**config.mk**
```make
export PLATFORM = sky130hd
export DESIGN_NAME = hazard_stall_unit
export DESIGN_NICKNAME = d
export VERILOG_FILES = /design/src/rtl/hazard_stall_unit.sv
export SDC_FILE = /design/constraint.sdc
export NUM_CORES = 1
export LEC_CHECK = 0
export CAP_MARGIN = 20
export CORE_MARGIN = 2
export CORE_UTILIZATION = 35
export CTS_CLUSTER_SIZE = 14
export DETAILED_ROUTE_END_ITERATION = 8
export PLACE_DENSITY = 0.59
export RECOVER_POWER = 25
export SKIP_LAST_GASP = 1
export SLEW_MARGIN = 30
export SYNTH_ARGS = -nofsm -noshare
export SYNTH_HDL_FRONTEND = slang
export SYNTH_SLANG_ARGS = --single-unit
```
**constraint.sdc**
```tcl
create_clock -name clk -period 2.65 [get_ports clk]
set_input_delay 0.265 -clock clk [delete_from_list [all_inputs] [get_ports clk]]
set_output_delay 0.265 -clock clk [all_outputs]
set_load 0.02 [all_outputs]
```
**src/rtl/hazard_stall_unit.sv**
```systemverilog
// hazard_stall_unit
//   Pipeline hazard controller for the 5-stage RV32 core. It handles the
//   hazards that bypassing cannot cover:
//     - load-use dependence in ID: one-cycle bubble into EX
//     - EX-stage redirect (taken branch, JAL, JALR): flush IF/ID and ID/EX
//     - data memory not ready: freeze the whole pipe, bubble into WB
//   It also keeps saturating stall/flush counters and a sticky timeout flag.
//
// Ports
//   clk, rst_n                        clock (rising edge), async active-low reset
//   IF_ID_RS1/RS2, IF_ID_UsesRS1/RS2  source operands of the ID instruction
//   IF_ID_MemWrite                    ID instruction is a store
//   ID_EX_MemRead, ID_EX_RDes         EX instruction is a load / its destination
//   EX_Redirect                       EX resolved a control-flow redirect
//   EX_MEM_MemAccess, dmem_ready      MEM access in flight / completes this cycle
//   PC_Write .. EX_MEM_Write          pipeline register enables
//   IF_ID_Flush .. MEM_WB_Flush       bubble insertion controls
//   stall_cycles, flush_count         saturating performance counters
//   mem_timeout                       sticky: a freeze lasted MAX_WAIT cycles
module hazard_stall_unit #(
    parameter int MAX_WAIT = 16,
    parameter int CNT_W    = 32
) (
    input  logic             clk,
    input  logic             rst_n,
    input  logic [4:0]       IF_ID_RS1,
    input  logic [4:0]       IF_ID_RS2,
    input  logic             IF_ID_UsesRS1,
    input  logic             IF_ID_UsesRS2,
    input  logic             IF_ID_MemWrite,
    input  logic             ID_EX_MemRead,
    input  logic [4:0]       ID_EX_RDes,
    input  logic             EX_Redirect,
    input  logic             EX_MEM_MemAccess,
    input  logic             dmem_ready,
    output logic             PC_Write,
    output logic             IF_ID_Write,
    output logic             ID_EX_Write,
    output logic             EX_MEM_Write,
    output logic             IF_ID_Flush,
    output logic             ID_EX_Flush,
    output logic             MEM_WB_Flush,
    output logic [CNT_W-1:0] stall_cycles,
    output logic [CNT_W-1:0] flush_count,
    output logic             mem_timeout
);

    localparam int WAIT_W = $clog2(MAX_WAIT + 1);
    localparam logic [WAIT_W-1:0] WAIT_MAX = WAIT_W'(MAX_WAIT);
    localparam logic [WAIT_W-1:0] WAIT_ONE = WAIT_W'(1);
    localparam logic [WAIT_W-1:0] WAIT_ZERO = WAIT_W'(0);
    localparam logic [CNT_W-1:0] CNT_ONES = {CNT_W{1'b1}};
    localparam logic [CNT_W-1:0] CNT_ONE = CNT_W'(1);

    typedef enum logic [0:0] {
        RUN    = 1'b0,
        FREEZE = 1'b1
    } state_t;

    state_t             state_q, state_d;
    logic [WAIT_W-1:0]  wait_cnt_q, wait_cnt_d;
    logic               mem_timeout_q, mem_timeout_d;
    logic [CNT_W-1:0]   stall_cycles_q, stall_cycles_d;
    logic [CNT_W-1:0]   flush_count_q, flush_count_d;

    logic freeze_req_s;
    logic load_use_s;
    logic stall_inc_s;
    logic flush_inc_s;

    // Hazard detection. A store whose only dependence is its data operand
    // (RS2) is not stalled: store-data forwarding supplies the value in MEM.
    always_comb begin
        freeze_req_s = EX_MEM_MemAccess & ~dmem_ready;
        load_use_s   = ID_EX_MemRead && (ID_EX_RDes != 5'd0) &&
                       ((IF_ID_UsesRS1 && (ID_EX_RDes == IF_ID_RS1)) ||
                        (IF_ID_UsesRS2 && (ID_EX_RDes == IF_ID_RS2) && !IF_ID_MemWrite));
        // A redirect held off by a freeze is counted only when it takes effect.
        stall_inc_s  = freeze_req_s | (load_use_s & ~EX_Redirect);
        flush_inc_s  = EX_Redirect & ~freeze_req_s;
    end

    // Pipeline enables and flushes: freeze beats redirect beats load-use.
    always_comb begin
        PC_Write     = 1'b1;
        IF_ID_Write  = 1'b1;
        ID_EX_Write  = 1'b1;
        EX_MEM_Write = 1'b1;
        IF_ID_Flush  = 1'b0;
        ID_EX_Flush  = 1'b0;
        MEM_WB_Flush = 1'b0;
        if (!rst_n) begin
            PC_Write = 1'b1;
        end else if (freeze_req_s) begin
            PC_Write     = 1'b0;
            IF_ID_Write  = 1'b0;
            ID_EX_Write  = 1'b0;
            EX_MEM_Write = 1'b0;
            MEM_WB_Flush = 1'b1;
        end else if (EX_Redirect) begin
            // The load-use consumer, if any, is in ID and is being flushed.
            IF_ID_Flush = 1'b1;
            ID_EX_Flush = 1'b1;
            PC_Write    = 1'b1;
        end else if (load_use_s) begin
            PC_Write    = 1'b0;
            IF_ID_Write = 1'b0;
            ID_EX_Flush = 1'b1;
        end else begin
            PC_Write = 1'b1;
        end
    end

    // Next state, memory wait counter and sticky timeout flag.
    always_comb begin
        state_d       = state_q;
        wait_cnt_d    = wait_cnt_q;
        mem_timeout_d = mem_timeout_q;
        case (state_q)
            RUN: begin
                if (freeze_req_s) begin
                    state_d    = FREEZE;
                    wait_cnt_d = WAIT_ONE;
                end else begin
                    wait_cnt_d = WAIT_ZERO;
                end
            end
            FREEZE: begin
                if (freeze_req_s) begin
                    if (wait_cnt_q != WAIT_MAX) begin
                        wait_cnt_d = wait_cnt_q + WAIT_ONE;
                    end else begin
                        wait_cnt_d = wait_cnt_q;
                    end
                end else begin
                    state_d    = RUN;
                    wait_cnt_d = WAIT_ZERO;
                end
            end
            default: begin
                state_d    = RUN;
                wait_cnt_d = WAIT_ZERO;
            end
        endcase
        // The freeze is never forced to complete; the flag only reports it.
        if (freeze_req_s && (wait_cnt_d == WAIT_MAX)) begin
            mem_timeout_d = 1'b1;
        end else begin
            mem_timeout_d = mem_timeout_q;
        end
    end

    // Saturating performance counters.
    always_comb begin
        stall_cycles_d = stall_cycles_q;
        flush_count_d  = flush_count_q;
        if (stall_inc_s && (stall_cycles_q != CNT_ONES)) begin
            stall_cycles_d = stall_cycles_q + CNT_ONE;
        end else begin
            stall_cycles_d = stall_cycles_q;
        end
        if (flush_inc_s && (flush_count_q != CNT_ONES)) begin
            flush_count_d = flush_count_q + CNT_ONE;
        end else begin
            flush_count_d = flush_count_q;
        end
    end

    // State, wait counter, timeout flag and counter registers.
    always_ff @(posedge clk or negedge rst_n) begin
        if (!rst_n) begin
            state_q        <= RUN;
            wait_cnt_q     <= WAIT_ZERO;
            mem_timeout_q  <= 1'b0;
            stall_cycles_q <= {CNT_W{1'b0}};
            flush_count_q  <= {CNT_W{1'b0}};
        end else begin
            state_q        <= state_d;
            wait_cnt_q     <= wait_cnt_d;
            mem_timeout_q  <= mem_timeout_d;
            stall_cycles_q <= stall_cycles_d;
            flush_count_q  <= flush_count_d;
        end
    end

    assign stall_cycles = stall_cycles_q;
    assign flush_count  = flush_count_q;
    assign mem_timeout  = mem_timeout_q;

endmodule

```
==> qor.log, run 1 <==
qor: cts.clock_tree_from_tritoncts done
qor: timing.finalWorstSetupSlack 0.115 ns
qor: drt.route.vias.total 2,834
qor: timing.setup_violations 0
qor: cells_and_area.final-instance-count-excl-fill 578
qor: setup_path.timing.critical_path.fanout_max 3
qor: cells_and_area.layout.nets 468
qor: timing.hold_viol_final 0
qor: cts.clock_latency 0.33 ns
qor: timing.final.min_clock_period 2.53 ns
qor: cells_and_area.final_core_utilization 0.502
qor: synth.syn_area_per_cell 10.7 um2
qor: power.final_total_power 2.84 mW
qor: floorplan.die_extent_in_x 105 um
qor: timing.rsz0062_at_grt no
qor: synth.asyncSetResetFlopFracSynth 1.00
qor: drt.drt_iter0_markers 89
qor: placed_design.detailed_place_hpwl 6100 um
qor: cells_and_area.antennaDiodeCount 0
qor: floorplan.rows 36
qor: setup_path.critPathMaxStageDelay 0.47 ns
qor: drt.postRouteWirelength 8300 um
qor: cells_and_area.area.sequential 1780 um2
qor: timing.tightest_slew 1.10 ns
qor: setup_path.cp_cell_sequence clkdlybuf4s50_1, xor2_1, nor4_1, a32oi_1, o31ai_4, nand2_1, dlygate4sd2_1
qor: synth.synth_flop_cell sky130_fd_sc_hd__dfrtp_1
qor: cts.clkSinkCount 71
qor: setup_path.critPathKind input pin to output pin
qor: placed_design.gpl.final_weighted_congestion 0.819
qor: outcome.run_status finished clean
qor: grt.grt_pass1_vias 2,742
qor: drt.drc 0
qor: synth.synth.lib_cells_used.distinct 44
qor: power.peakVddDrop 523 uV
qor: synth.synth.top_cells.by_area sky130_fd_sc_hd__dfrtp_1 (50%), sky130_fd_sc_hd__xnor2_1 (11%), sky130_fd_sc_hd__xor2_1 (7.4%)
qor: cells_and_area.multiInputGateArea 1720 um2
qor: cts.clk_path_buf_depth 2
qor: timing.maxSlewViolCount 0
qor: drt.route.antenna.remaining_nets 0
qor: timing.timing.slew.headroom 0.265
qor: synth.syn-instance-count 333
qor: synth.synth_area_leader_cell sky130_fd_sc_hd__dfrtp_1
qor: floorplan.die-height 105 um
qor: worst_hold_path.worst_hold_path_type input pin to async pin
qor: floorplan.start_util 0.364
qor: floorplan.fp.coreArea 9820 um2
qor: floorplan.pin_count 96
qor: synth.ys_top_cells_by_count sky130_fd_sc_hd__dfrtp_1 (71), sky130_fd_sc_hd__xnor2_1 (46), sky130_fd_sc_hd__xor2_1 (30)
qor: setup_path.cp.arrival 2.27 ns
qor: placed_design.numPortBuffers 95
qor: synth.synth_enable_flop_cells 0
qor: setup_path.startpoint_type input pin
qor: cells_and_area.area_growth 38.2%
qor: power.power.leakage 2.10 nW
qor: drt.via_per_inst 4.90
qor: synth.synth.top_cell.area_share 0.498
qor: grt.grt_pass1_wl 13,900 um
qor: cts.tritoncts.num_buffers 9
qor: setup_path.worstSetupEndpointType output pin
qor: grt.gr-usage-all-layers 0.156
qor: placed_design.placement.cell_area 4730 um2
qor: drt.firstDrtPassIters 4
qor: timing.timing.final.crit_share 0.957
qor: synth.yosys.cell_count.top_type sky130_fd_sc_hd__dfrtp_1
qor: placed_design.placedCellCount 561
qor: grt.antenna_found_initial 0
qor: grt.grt_remaining_overflow 0
qor: cts.cts_root_buffer sky130_fd_sc_hd__clkbuf_8
qor: synth.synth.ff_latch_count 71
qor: cts.cts.repair_timing.setup_buffer_count 0
qor: drt.wl_per_cell 14.4 um
qor: setup_path.required_arrival_time_at_the_worst_endpoint 2.38 ns
qor: power.power_per_cell_area 576 nW/um2
qor: synth.ys_seq_area_frac 0.498
qor: grt.largest_net_degree_at_the_start_of_global_routing 44
qor: cts.htreeDepth 3
qor: cells_and_area.final.fill_count 979
qor: timing.max_freq 0.394 GHz
qor: cells_and_area.layout.cell_area.non_filler 4930 um2
qor: synth.post_synth_net_total 361
qor: timing.clk_skew 0.00660 ns
qor: floorplan.die_area 11,000 um2
qor: setup_path.critical-path-slowest-cell sky130_fd_sc_hd__clkdlybuf4s50_1
qor: cts.cts.reportedPaths.clkPinSlew 0.07 ns
qor: synth.netlist_area 3570 um2
qor: placed_design.place_worst_setup_slack -0.116 ns
qor: cells_and_area.final_layout_size_suffix_gt1_frac 0.0876
qor: run.cap_viol_max_count 0
qor: synth.yosysWarningCount 0
-- worst paths after layout --
check,endpoint,startpoint,depth (start not counted),slack [ns]
max reg2reg,flush_count[26],flush_count[10],6,0.37
min in group clk,mem_timeout,mem_timeout,2,0.47
min,stall_cycles[24],rst_n,2,0.41
max in group asynchronous,stall_cycles[7],rst_n,3,0.81
max,PC_Write,ID_EX_RDes[4],7,0.12
min reg2reg,mem_timeout,mem_timeout,2,0.47
-- cell type report --
class,instances,area share
Sequential cell,71,0.360
Multi-Input combinational cell,242,0.349
Timing Repair Buffer,107,0.208
Clock buffer,13,0.0342
Tap cell,133,0.0337
Clock inverter,3,0.00812
Inverter,9,0.00685
-- what timing repair did --
action / 4_1_cts / 5_1_grt
hold buffers: 1 / 0
hold endpoints to repair: 14 / 0
resized for setup: 3 / 0
endpoints found under the setup margin: 3 / 0
-- stage by stage --
step | TNS (ns) | hold WS, ns
floorplan | 0 | -0.0306
global placement | -0.137 | 0.245
detailed placement | -0.583 | 0.256
CTS | 0 | 0.419
global route | 0 | 0.437
finish | 0 | 0.415
-- critical path: cells and delay by family --
family                    cells  cell delay [ns]
xor gates and xnor gates      1             0.19
and+or+nand+nor               2             0.42
buffers and inverters         2             0.82
AOI/OAI and AO/OA             2             0.56
-- flip-flops by register name (all words and copies together) (netlist names) --
signal and cells:
mem_timeout 1, wait_cnt_q 5, flush_count 32, stall_cycles 32, state_q 1
-- cell families after synthesis --
kind of cell	share of synthesized area
adder cells (fa/ha/maj)	0.0140
multiplexers	0.00631
flip-flops	0.498
AND/OR/NAND/NOR	0.249
AO/OA/AOI/OAI	0.0235
buffers and inverters	0.0235
XOR/XNOR	0.186
-- where the power goes --
part | switching, mW | internal (mW) | total [mW]
Combinational | 0.300 | 0.324 | 0.625
Sequential | 0.129 | 1.19 | 1.32
Clock | 0.390 | 0.510 | 0.900
-- per-layer routing --
layer  global-route usage  routed length [um]  up-vias
li1                     -                   -     1371
met1                0.216                4030     1393
met5                    0                   0        -
met3               0.0268                 262        8
met4               0.0629                 103        0
met2                0.242                3900       62
-- cells in the final DEF, fill, tap and decap left out, drive strengths merged, types with 3 or more instances in the layout --
cell,count
a21oi,3
and2,6
and3,21
and4,7
buf,9
clkbuf,16
clkdlybuf4s50,90
dfrtp,71
dlygate4sd2,3
ha,4
inv,9
nand2,21
nand3,22
nand4,25
nor2,21
nor3b,4
nor4b,4
or2,3
xnor2,46
xor2,30
Power figures use the tool's default switching activity.
==> inputs of run 2 (changes only) <==
CELL_PAD_IN_SITES_DETAIL_PLACEMENT = 1   (was unset)
CELL_PAD_IN_SITES_GLOBAL_PLACEMENT = 1   (was unset)
CORE_MARGIN = 8   (was 2)
PLACE_DENSITY = 0.74   (was 0.59)
SLEW_MARGIN = unset   (was 30)
==> run 2 against run 1 <==
Compared with the run above:
- non-clock buffer count fell by 2
- sequential power about the same
- register-to-register slack improved by 0.02 ns
- largest power group unchanged
==> qor.log, run 2 (synthesized netlist as in run 1, its figures left out) <==
qor: outcome.run_status finished clean [unchanged]
qor: setup_path.critical-path-top-delay-family buffers and inverters [unchanged]
qor: cts.clk_path_buf_depth 2 [unchanged]
qor: cts.clock_tree_from_tritoncts done [unchanged]
qor: grt.largest_net_degree_at_the_start_of_global_routing 52 [was 44]
qor: placed_design.gpl.final_weighted_congestion 0.833 [was 0.819]
qor: setup_path.cp_cell_sequence clkdlybuf4s50_1, or4_1, o21ai_0, buf_4, nor2_1, o211a_1, dlygate4sd2_1 [was clkdlybuf4s50_1, xor2_1, nor4_1, a32oi_1, o31ai_4, nand2_1, dlygate4sd2_1]
qor: floorplan.pin_count 96 [unchanged]
qor: power.power_per_cell_area 594 nW/um2 [was 576 nW/um2]
qor: cells_and_area.multiInputGateArea 1720 um2 [about the same]
qor: setup_path.critPathMaxStageDelay 0.52 ns [was 0.47 ns]
qor: cells_and_area.layout.cell_area.non_filler 4950 um2 [was 4930 um2]
qor: cts.clkSinkCount 71 [unchanged]
qor: cts.clock_latency 0.33 ns [about the same]
qor: cells_and_area.antennaDiodeCount 0 [unchanged]
qor: cts.htreeDepth 3 [unchanged]
qor: placed_design.numPortBuffers 95 [unchanged]
qor: grt.grt_pass1_wl 15,800 um [was 13,900 um]
qor: setup_path.critPathKind input pin to output pin [unchanged]
qor: drt.route.vias.total 2,883 [was 2,834]
qor: setup_path.startpoint_type input pin [unchanged]
qor: cells_and_area.final.fill_count 1,126 [was 979]
qor: grt.grt_remaining_overflow 0 [unchanged]
qor: floorplan.fp.coreArea 10,100 um2 [was 9820 um2]
qor: grt.antenna_found_initial 0 [unchanged]
qor: grt.gr-usage-all-layers 0.145 [was 0.156]
qor: timing.rsz0062_at_grt no [unchanged]
qor: floorplan.die_extent_in_x 117 um [was 105 um]
qor: timing.tightest_slew 1.30 ns [was 1.10 ns]
qor: setup_path.critical-path-slowest-cell sky130_fd_sc_hd__or4_1 [was sky130_fd_sc_hd__clkdlybuf4s50_1]
qor: cts.cts_root_buffer sky130_fd_sc_hd__clkbuf_8 [unchanged]
qor: timing.hold_viol_final 0 [unchanged]
qor: power.power.leakage 2.10 nW [about the same]
qor: setup_path.timing.critical_path.fanout_max 3 [unchanged]
qor: drt.via_per_inst 4.98 [was 4.90]
qor: setup_path.cp.arrival 2.22 ns [was 2.27 ns]
qor: power.peakVddDrop 388 uV [was 523 uV]
qor: floorplan.die_area 13,700 um2 [was 11,000 um2]
qor: placed_design.placement.cell_area 4720 um2 [was 4730 um2]
qor: cells_and_area.most_common_library_cell_in_the_layout_ignoring_fill_and_taps sky130_fd_sc_hd__clkdlybuf4s50_1 [unchanged]
qor: drt.drc 0 [unchanged]
qor: grt.grt_pass1_vias 3,139 [was 2,742]
qor: placed_design.detailed_place_hpwl 7180 um [was 6100 um]
qor: cells_and_area.final_layout_size_suffix_gt1_frac 0.0858 [was 0.0876]
qor: floorplan.start_util 0.354 [was 0.364]
qor: cts.cts.reportedPaths.clkPinSlew 0.08 ns [was 0.07 ns]
qor: drt.postRouteWirelength 9540 um [was 8300 um]
qor: cells_and_area.layout.nets 466 [was 468]
qor: timing.max_freq 0.402 GHz [was 0.394 GHz]
qor: cells_and_area.area_growth 38.5% [was 38.2%]
qor: cts.tritoncts.num_buffers 9 [unchanged]
qor: setup_path.required_arrival_time_at_the_worst_endpoint 2.38 ns [about the same]
qor: run.cap_viol_max_count 0 [unchanged]
qor: drt.route.antenna.remaining_nets 0 [unchanged]
qor: cts.cts.repair_timing.setup_buffer_count 0 [unchanged]
qor: worst_hold_path.worst_hold_path_type input pin to async pin [unchanged]
qor: timing.timing.slew.headroom 0.130 [was 0.265]
qor: timing.finalWorstSetupSlack 0.160 ns [was 0.115 ns]
qor: timing.clk_skew 0.00835 ns [was 0.00660 ns]
qor: setup_path.crit_buf_inv 3 [was 2]
qor: timing.setup_violations 0 [unchanged]
qor: drt.firstDrtPassIters 4 [unchanged]
qor: placed_design.place_worst_setup_slack -0.0620 ns [was -0.116 ns]
qor: timing.maxSlewViolCount 0 [unchanged]
qor: setup_path.worstSetupEndpointType output pin [unchanged]
qor: timing.timing.final.crit_share 0.940 [was 0.957]
qor: drt.wl_per_cell 16.5 um [was 14.4 um]
qor: cells_and_area.layout.cells.most_common_list sky130_fd_sc_hd__clkdlybuf4s50_1 (90), sky130_fd_sc_hd__dfrtp_1 (71), sky130_fd_sc_hd__xnor2_1 (46) [unchanged]
qor: drt.drt_iter0_markers 65 [was 89]
qor: floorplan.rows 37 [was 36]
qor: floorplan.die-height 117 um [was 105 um]
qor: cells_and_area.area.sequential 1780 um2 [unchanged]
qor: timing.final.min_clock_period 2.49 ns [was 2.53 ns]
==> run 2: stage by stage <==
step	TNS (ns)	hold WS (ns)	std cells	power, mW	utilization
2_1_floorplan	0	-0.0306	333	1.62	-
3_3_place_gp	-0.254	0.182	562	1.96	0.467
3_5_place_dp	-0.238	0.188	562	1.99	0.467
4_1_cts	0	0.374	579	2.99	0.491
5_1_grt	0	0.418	579	3.10	0.490
6_report	0	0.403	579	2.94	0.490
==> run 2: power by group <==
part / internal, mW / switching, mW
registers: 1.19 / 0.129
clock network: 0.580 / 0.408
logic: 0.325 / 0.310
total: 2.09 / 0.847
==> run 2: final cells by class <==
class / count / share of cell area
multi-input cells: 242 / 0.347
clock inverters: 5 / 0.0162
well taps: 136 / 0.0344
repair buffers: 105 / 0.205
flip-flops and latches: 71 / 0.359
inverters: 9 / 0.00683
clock buffers: 11 / 0.0306
==> run 2: what timing repair did <==
action | CTS | global route
hold buffers | 1 | 0
setup endpoints to repair | 3 | 0
endpoints found under the hold margin | 20 | 0
gates resized for setup | 3 | 0
==> run 2: path summary, 6_finish.rpt <==
path                       cells past startpoint  slack (ns)               to             from
max                                            7        0.16      ID_EX_Flush    ID_EX_RDes[2]
min                                            2        0.40  flush_count[18]            rst_n
max reg2reg                                    6        0.39  flush_count[27]  flush_count[10]
min reg2reg                                    1        0.49  flush_count[29]  flush_count[29]
max in group asynchronous                      3        0.67   flush_count[9]            rst_n
min in group clk                               1        0.49  flush_count[29]  flush_count[29]
==> run 2: routing by layer <==
layer  share of wire  wire length (um)  GRT usage
met1            0.47              4460      0.184
met2            0.47              4510      0.240
met3           0.050               476     0.0313
met4          0.0091                87     0.0461
met5               0                 0          0
